==> src/rtl/alu_pkg.sv <==
// ============================================================================
// alu_pkg : opcodes, flag bit positions and FSM encoding for alu_multiciclo
// Revision: 1.0
// ============================================================================
`default_nettype none

package alu_pkg;

  localparam logic [3:0] OP_ADD    = 4'b0000;
  localparam logic [3:0] OP_SUB    = 4'b0001;
  localparam logic [3:0] OP_AND    = 4'b0010;
  localparam logic [3:0] OP_OR     = 4'b0011;
  localparam logic [3:0] OP_XOR    = 4'b0100;
  localparam logic [3:0] OP_NOT    = 4'b0101;
  localparam logic [3:0] OP_SHL    = 4'b0110;
  localparam logic [3:0] OP_SHR    = 4'b0111;
  localparam logic [3:0] OP_MUL    = 4'b1000;
  localparam logic [3:0] OP_DIV    = 4'b1001;
  localparam logic [3:0] OP_MOD    = 4'b1010;
  localparam logic [3:0] OP_EQ     = 4'b1011;
  localparam logic [3:0] OP_CLRBIT = 4'b1100;
  localparam logic [3:0] OP_SETBIT = 4'b1101;
  localparam logic [3:0] OP_NOP_A  = 4'b1110;
  localparam logic [3:0] OP_NOP_B  = 4'b1111;

  localparam int FLAG_N = 7;
  localparam int FLAG_Z = 6;
  localparam int FLAG_C = 5;
  localparam int FLAG_P = 4;
  localparam int FLAG_I = 3;
  localparam int FLAG_D = 2;
  localparam int FLAG_V = 1;
  localparam int FLAG_E = 0;

  typedef enum logic [0:0] {
    OCIOSO = 1'b0,
    CALC   = 1'b1
  } estado_t;

endpackage

`default_nettype wire

==> src/rtl/alu_muldiv_seq.sv <==
// ============================================================================
// alu_muldiv_seq : iterative shift-add multiplier / restoring divider
// Revision: 1.0
// ============================================================================
`default_nettype none

module alu_muldiv_seq #(
  parameter int LARGURA = 8
) (
  input  logic               clk,
  input  logic               rst_n,
  input  logic               carga,
  input  logic               modo_div,
  input  logic [LARGURA-1:0] A,
  input  logic [LARGURA-1:0] B,
  output logic               fim,
  output logic [LARGURA-1:0] alto,
  output logic [LARGURA-1:0] baixo
);

  localparam int CW = $clog2(LARGURA + 1);

  logic [CW-1:0]      cnt_q;
  logic               modo_q;
  logic [LARGURA-1:0] m_q, acc_q, q_q;
  logic [LARGURA-1:0] acc_d, q_d;
  logic [LARGURA:0]   soma, desl, dif;

  // alto/baixo expose the post-iteration values so the top can register the
  // final result on the same edge that performs the last iteration.
  always_comb begin
    soma  = {1'b0, acc_q} + {1'b0, (q_q[0] ? m_q : '0)};
    desl  = {acc_q, q_q[LARGURA-1]};
    dif   = desl - {1'b0, m_q};
    acc_d = soma[LARGURA:1];
    q_d   = {soma[0], q_q[LARGURA-1:1]};
    if (modo_q) begin
      if (!dif[LARGURA]) begin
        acc_d = dif[LARGURA-1:0];
        q_d   = {q_q[LARGURA-2:0], 1'b1};
      end else begin
        acc_d = {acc_q[LARGURA-2:0], q_q[LARGURA-1]};
        q_d   = {q_q[LARGURA-2:0], 1'b0};
      end
    end
  end

  assign alto  = acc_d;
  assign baixo = q_d;
  assign fim   = (cnt_q == CW'(1));

  always_ff @(posedge clk or negedge rst_n) begin
    if (!rst_n) begin
      cnt_q  <= '0;
      modo_q <= 1'b0;
      m_q    <= '0;
      acc_q  <= '0;
      q_q    <= '0;
    end else if (carga) begin
      cnt_q  <= CW'(LARGURA);
      modo_q <= modo_div;
      m_q    <= B;
      acc_q  <= '0;
      q_q    <= A;
    end else if (cnt_q != '0) begin
      cnt_q  <= cnt_q - CW'(1);
      acc_q  <= acc_d;
      q_q    <= q_d;
    end
  end

endmodule

`default_nettype wire

==> src/rtl/alu_multiciclo.sv <==
// ============================================================================
// alu_multiciclo : registered ALU, single-cycle ops plus iterative MUL/DIV/MOD
// Revision: 1.0
// ============================================================================
`default_nettype none

module alu_multiciclo
  import alu_pkg::*;
#(
  parameter int LARGURA = 8
) (
  input  logic               clk,
  input  logic               rst_n,
  input  logic               inicio,
  input  logic [3:0]         operacao,
  input  logic [LARGURA-1:0] A,
  input  logic [LARGURA-1:0] B,
  output logic               pronto,
  output logic               valido,
  output logic [LARGURA-1:0] resultado,
  output logic [LARGURA-1:0] resultado_alto,
  output logic [7:0]         flags
);

  localparam logic [LARGURA-1:0] c_um  = LARGURA'(1);
  localparam logic [LARGURA:0]   c_lim = (LARGURA + 1)'(LARGURA);

  estado_t            estado_q;
  logic               pronto_q, valido_q;
  logic [LARGURA-1:0] res_q, alto_q;
  logic [7:0]         flags_q;
  logic [3:0]         op_q;

  logic [LARGURA:0]   w_soma;
  logic [LARGURA-1:0] w_dif, w_mask, w_res, w_alto, m_res, m_alto;
  logic               w_c, w_v, w_e, w_multi, w_carga, m_c;
  logic               w_fim;
  logic [LARGURA-1:0] w_seq_alto, w_seq_baixo;

  function automatic logic [7:0] gera_flags(input logic [LARGURA-1:0] r,
                                            input logic c, input logic v,
                                            input logic e);
    logic [7:0] f;
    f         = '0;
    f[FLAG_N] = r[LARGURA-1];
    f[FLAG_Z] = (r == '0);
    f[FLAG_C] = c;
    f[FLAG_P] = ^r;
    f[FLAG_I] = 1'b0;
    f[FLAG_D] = 1'b0;
    f[FLAG_V] = v;
    f[FLAG_E] = e;
    return f;
  endfunction

  always_comb begin
    w_soma = {1'b0, A} + {1'b0, B};
    w_dif  = A - B;
    w_mask = c_um << B;
    w_res  = '0;
    w_alto = '0;
    w_c    = 1'b0;
    w_v    = 1'b0;
    w_e    = 1'b0;
    case (operacao)
      OP_ADD: begin
        w_res = w_soma[LARGURA-1:0];
        w_c   = w_soma[LARGURA];
        w_v   = (A[LARGURA-1] == B[LARGURA-1]) && (w_soma[LARGURA-1] != A[LARGURA-1]);
      end
      OP_SUB: begin
        w_res = w_dif;
        w_c   = (A < B);
        w_v   = (A[LARGURA-1] != B[LARGURA-1]) && (w_dif[LARGURA-1] != A[LARGURA-1]);
      end
      OP_AND: w_res = A & B;
      OP_OR:  w_res = A | B;
      OP_XOR: w_res = A ^ B;
      OP_NOT: w_res = ~A;
      OP_SHL: begin
        w_res = A << 1;
        w_c   = A[LARGURA-1];
      end
      OP_SHR: begin
        w_res = A >> 1;
        w_c   = A[0];
      end
      // Only reached on the single-cycle path, i.e. divide by zero.
      OP_DIV, OP_MOD: begin
        w_res  = '1;
        w_alto = A;
        w_e    = 1'b1;
      end
      OP_EQ: begin
        w_res = {{(LARGURA-1){1'b0}}, (A == B)};
        w_c   = (A < B);
      end
      OP_CLRBIT: w_res = ({1'b0, B} < c_lim) ? (A & ~w_mask) : A;
      OP_SETBIT: w_res = ({1'b0, B} < c_lim) ? (A | w_mask) : A;
      OP_MUL, OP_NOP_A, OP_NOP_B: w_res = '0;
      default: w_res = '0;
    endcase
  end

  always_comb begin
    m_res  = w_seq_baixo;
    m_alto = w_seq_alto;
    m_c    = 1'b0;
    if (op_q == OP_MUL) begin
      m_c = (w_seq_alto != '0);
    end else if (op_q == OP_MOD) begin
      m_res  = w_seq_alto;
      m_alto = w_seq_baixo;
    end
  end

  assign w_multi = (operacao == OP_MUL) ||
                   (((operacao == OP_DIV) || (operacao == OP_MOD)) && (B != '0));
  assign w_carga = inicio && pronto_q && w_multi;

  alu_muldiv_seq #(
    .LARGURA (LARGURA)
  ) u_muldiv (
    .clk      (clk),
    .rst_n    (rst_n),
    .carga    (w_carga),
    .modo_div (operacao != OP_MUL),
    .A        (A),
    .B        (B),
    .fim      (w_fim),
    .alto     (w_seq_alto),
    .baixo    (w_seq_baixo)
  );

  always_ff @(posedge clk or negedge rst_n) begin
    if (!rst_n) begin
      estado_q <= OCIOSO;
      pronto_q <= 1'b1;
      valido_q <= 1'b0;
      res_q    <= '0;
      alto_q   <= '0;
      flags_q  <= 8'h40;
      op_q     <= OP_ADD;
    end else begin
      valido_q <= 1'b0;
      case (estado_q)
        OCIOSO: begin
          if (inicio) begin
            if (w_multi) begin
              estado_q <= CALC;
              pronto_q <= 1'b0;
              op_q     <= operacao;
            end else begin
              res_q    <= w_res;
              alto_q   <= w_alto;
              flags_q  <= gera_flags(w_res, w_c, w_v, w_e);
              valido_q <= 1'b1;
            end
          end
        end
        CALC: begin
          if (w_fim) begin
            res_q    <= m_res;
            alto_q   <= m_alto;
            flags_q  <= gera_flags(m_res, m_c, 1'b0, 1'b0);
            valido_q <= 1'b1;
            estado_q <= OCIOSO;
            pronto_q <= 1'b1;
          end
        end
        default: begin
          estado_q <= OCIOSO;
          pronto_q <= 1'b1;
        end
      endcase
    end
  end

  assign pronto         = pronto_q;
  assign valido         = valido_q;
  assign resultado      = res_q;
  assign resultado_alto = alto_q;
  assign flags          = flags_q;

endmodule

`default_nettype wire

==> config.mk <==
export PLATFORM = sky130hd
export DESIGN_NAME = alu_multiciclo
export DESIGN_NICKNAME = d
export VERILOG_FILES = /design/src/rtl/alu_pkg.sv /design/src/rtl/alu_muldiv_seq.sv /design/src/rtl/alu_multiciclo.sv
export SDC_FILE = /design/constraint.sdc
export NUM_CORES = 1
export LEC_CHECK = 0
export CAP_MARGIN = 20
export CORE_ASPECT_RATIO = 0.75
export CORE_UTILIZATION = 40
export CTS_BUF_LIST = sky130_fd_sc_hd__clkbuf_2 sky130_fd_sc_hd__clkbuf_4 sky130_fd_sc_hd__clkbuf_8
export CTS_CLUSTER_DIAMETER = 50
export DETAILED_ROUTE_END_ITERATION = 8
export SYNTH_ARGS = -nofsm -noshare
export SYNTH_HDL_FRONTEND = slang
export SYNTH_SLANG_ARGS = --single-unit
==> constraint.sdc <==
create_clock -name clk -period 6.3 [get_ports clk]
set_input_delay 0.945 -clock clk [delete_from_list [all_inputs] [get_ports clk]]
set_output_delay 0.945 -clock clk [all_outputs]
set_load 0.01 [all_outputs]
==> metrics <==
initial antenna violation count=0; total wire length=19700 µm; clock buffer depth=2; first-pass GRT wire length=31100 µm; Site Rows=37; Root Buffer=clkbuf_8; Syn. warnings=0; total power=3.51 mW; Synth Register Bits=57; PostCTS Resize Cnt=0; total congestion overflow=0; ant diodes=0; Post-DP HPWL=15200 µm; fin worst setup slack=1830 ps; CP top delay family=compound AO/OA/AOI/OAI gates; Max Cap Viol=0; critical path launch point type=primary input; relative slew slack=0.334; outcome=completed; worst vdd ir=262 µV; Slowest cell on crit path=clkdlybuf4s50_1; CTS Buf Count=9; Final Non-Filler Cells=926; CP Max Fanout=15; RePlAce Congestion=1.01; Nets=824; Port Buffers=46; number of H-tree levels=3; Combinational Power Share=0.685; Internal Power=1.78 mW; core box area=13900 µm²; setup_tns=0 ps; Final Util=0.469; CP max stage delay=770 ps; Final Skew=7.60 ps; I/O pin count=49; # setup viols final=0; crit path cell chain=clkdlybuf4s50_1 -> nor2_1 -> nand3_1 -> o21a_1 -> o221ai_2 -> o21bai_1 -> a21oi_1 -> a211o_1 -> ha_1 -> xnor2_1 -> xnor2_1 -> a21oi_1 -> o21ai_0; sinks on the clock net=57; share of the synthesized area in the top cell type=0.239; Hold Path Class=reg -> reg; Die Span Y=106 µm; DRC=0; clk slew on worst S/H paths=70 ps; pin count of the biggest net entering global routing=58; layout cells sized above 1=0.0812; DR iter-0 viols=470; worst skew pair latency=360 ps; Sw Ratio=0.493; Area Overhead vs Synth=13.2%; period utilization=0.709; Initial Util=0.414; top achievable clock speed=224 MHz; final antenna-violating net count=0; Post-synth top flop=dfrtp_1; Die ar.=14900 µm²; fraction of registers with async set/reset=1.00; DRT Pass-1 Iters=5; CP endpoint kind=register; most common cell after layout, fill and taps aside=nor2_1; Clk pwr share=0.102; Synth cell types=74; Fin. Hold Viols=0; unrepaired setup endpoints after global routing=false; Setup WS pre-CTS=1570 ps; vias per cell=6.06; mapped cell area=5750 µm²; WP data required=6580 ps; Power per Cell Area=540 nW/µm²; most frequent cells in the layout=nor2_1, a21oi_1, dfrtp_1; width of the die=140 µm; routed vias=5612; vias in the first global route=5342; area leader, netlist=dfrtp_1; Post CTS Setup Buffer Count=0; top area cells in the synthesized netlist=dfrtp_1, ha_1, a21oi_1; Leak=2.83 nW; CTS tree=yes; WL/cell=21.3 µm; Worst EP arrival=4750 ps; Post-synth EDFFs=0; WS Path Type=in -> reg; Syn Inst Count=719; register area share after synthesis=0.249; total net switching power=1.73 mW; hold_buf cts=0; Flop pwr share=0.213; Least-Margin Pin Slew=996 ps; Final Max Tran Viols=0; Syn Area/Cell=8.00 µm²; fin crit period=4470 ps; Total GRT Usage=0.279; placed cell count=910; WP buf/inv=1
metrics by stage:
step	cell area, µm²	hold WS, ps
6_report	6510	502
5_1_grt	6510	527
4_1_cts	6510	497
3_5_place_dp	6310	478
3_3_place_gp	6310	468
2_1_floorplan	5750	465
cell families (layout without fill, tap and decap cells):
group	Yosys count	count (layout)	synth area share
DFF	57	57	0.249
other	1	2	0.000652
buffers and inverters	89	120	0.0642
and+or+nand+nor	243	243	0.209
adders and majority gates	56	56	0.127
AOI/OAI and AO/OA	212	212	0.244
muxes	35	35	0.0659
xor gates and xnor gates	26	26	0.0409
synth_stat cells (7+ instances only):
| cell type | number |
|---|---|
| nor2_1 | 70 |
| a21oi_1 | 56 |
| dfrtp_1 | 55 |
| nand2_1 | 54 |
| ha_1 | 51 |
| o21ai_0 | 49 |
| inv_1 | 47 |
| mux2i_1 | 24 |
| nand3_1 | 22 |
| clkbuf_1 | 21 |
| nor3_1 | 21 |
| xnor2_1 | 16 |
| nand2b_1 | 15 |
| nor2b_1 | 14 |
| buf_2 | 12 |
| o22ai_1 | 10 |
| a211oi_1 | 9 |
| mux2_2 | 9 |
| or2_2 | 9 |
| xor2_1 | 9 |
| a21o_1 | 8 |
| and2_1 | 8 |
| o21a_1 | 8 |
| a22oi_1 | 7 |
| nor4_1 | 7 |
| o21bai_1 | 7 |
flip-flops by register name, summed over array words and instances (netlist names):
| register | cells |
|---|---|
| u_muldiv.cnt_q | 4 |
| estado_q | 1 |
| op_q | 4 |
| resultado | 7 |
| u_muldiv.q_q | 8 |
| valido | 1 |
| resultado_alto | 8 |
| flags | 6 |
| u_muldiv.modo_q | 1 |
| pronto | 1 |
| u_muldiv.m_q | 8 |
| u_muldiv.acc_q | 8 |
final timing paths:
check	start	depth (start not counted)	slack (ps)	endpoint
min in group asynchronous	rst_n	2	730	u_muldiv.cnt_q[3]$_DFFE_PN0P_
hold reg to reg	resultado[0]$_DFFE_PN0P_	2	500	resultado[0]$_DFFE_PN0P_
setup / recovery	operacao[1]	13	1830	flags[4]$_DFFE_PN0P_
hold / removal	resultado[0]$_DFFE_PN0P_	2	500	resultado[0]$_DFFE_PN0P_
max in group asynchronous	rst_n	2	5070	u_muldiv.modo_q$_DFFE_PN0P_
setup reg to reg	u_muldiv.q_q[7]$_DFFE_PN0P_	17	2030	flags[4]$_DFFE_PN0P_
layout make-up:
type                       count  area (µm²)
clock inverter                 6        67.6
inverter                      49         185
clock buffer                  10         131
tap                          175         219
fill                        1393        7380
sequential                    57        1430
multi-input combinational    574        3960
timing repair buffer          55         523
power groups by stage:
stage          clock network (mW)  logic (mW)  registers, mW
6_report                    0.359        2.41          0.749
4_1_cts                     0.368        2.38          0.746
3_3_place_gp                    0        2.36          0.745
2_1_floorplan                   0        1.71          0.696
5_1_grt                     0.378        2.67          0.777
3_5_place_dp                    0        2.37          0.748
tightest hold or removal path: stages (launching register included):
cell and delay [ps]:
dfrtp_1 350, nand2_1 50, o21ai_1 60
routing by layer:
metal,GRT usage,share of wire
met3,0.0659,0.083
met5,0,0
met4,0.0636,0.015
met1,0.424,0.50
met2,0.389,0.40
(Power assumes the default switching activity.)
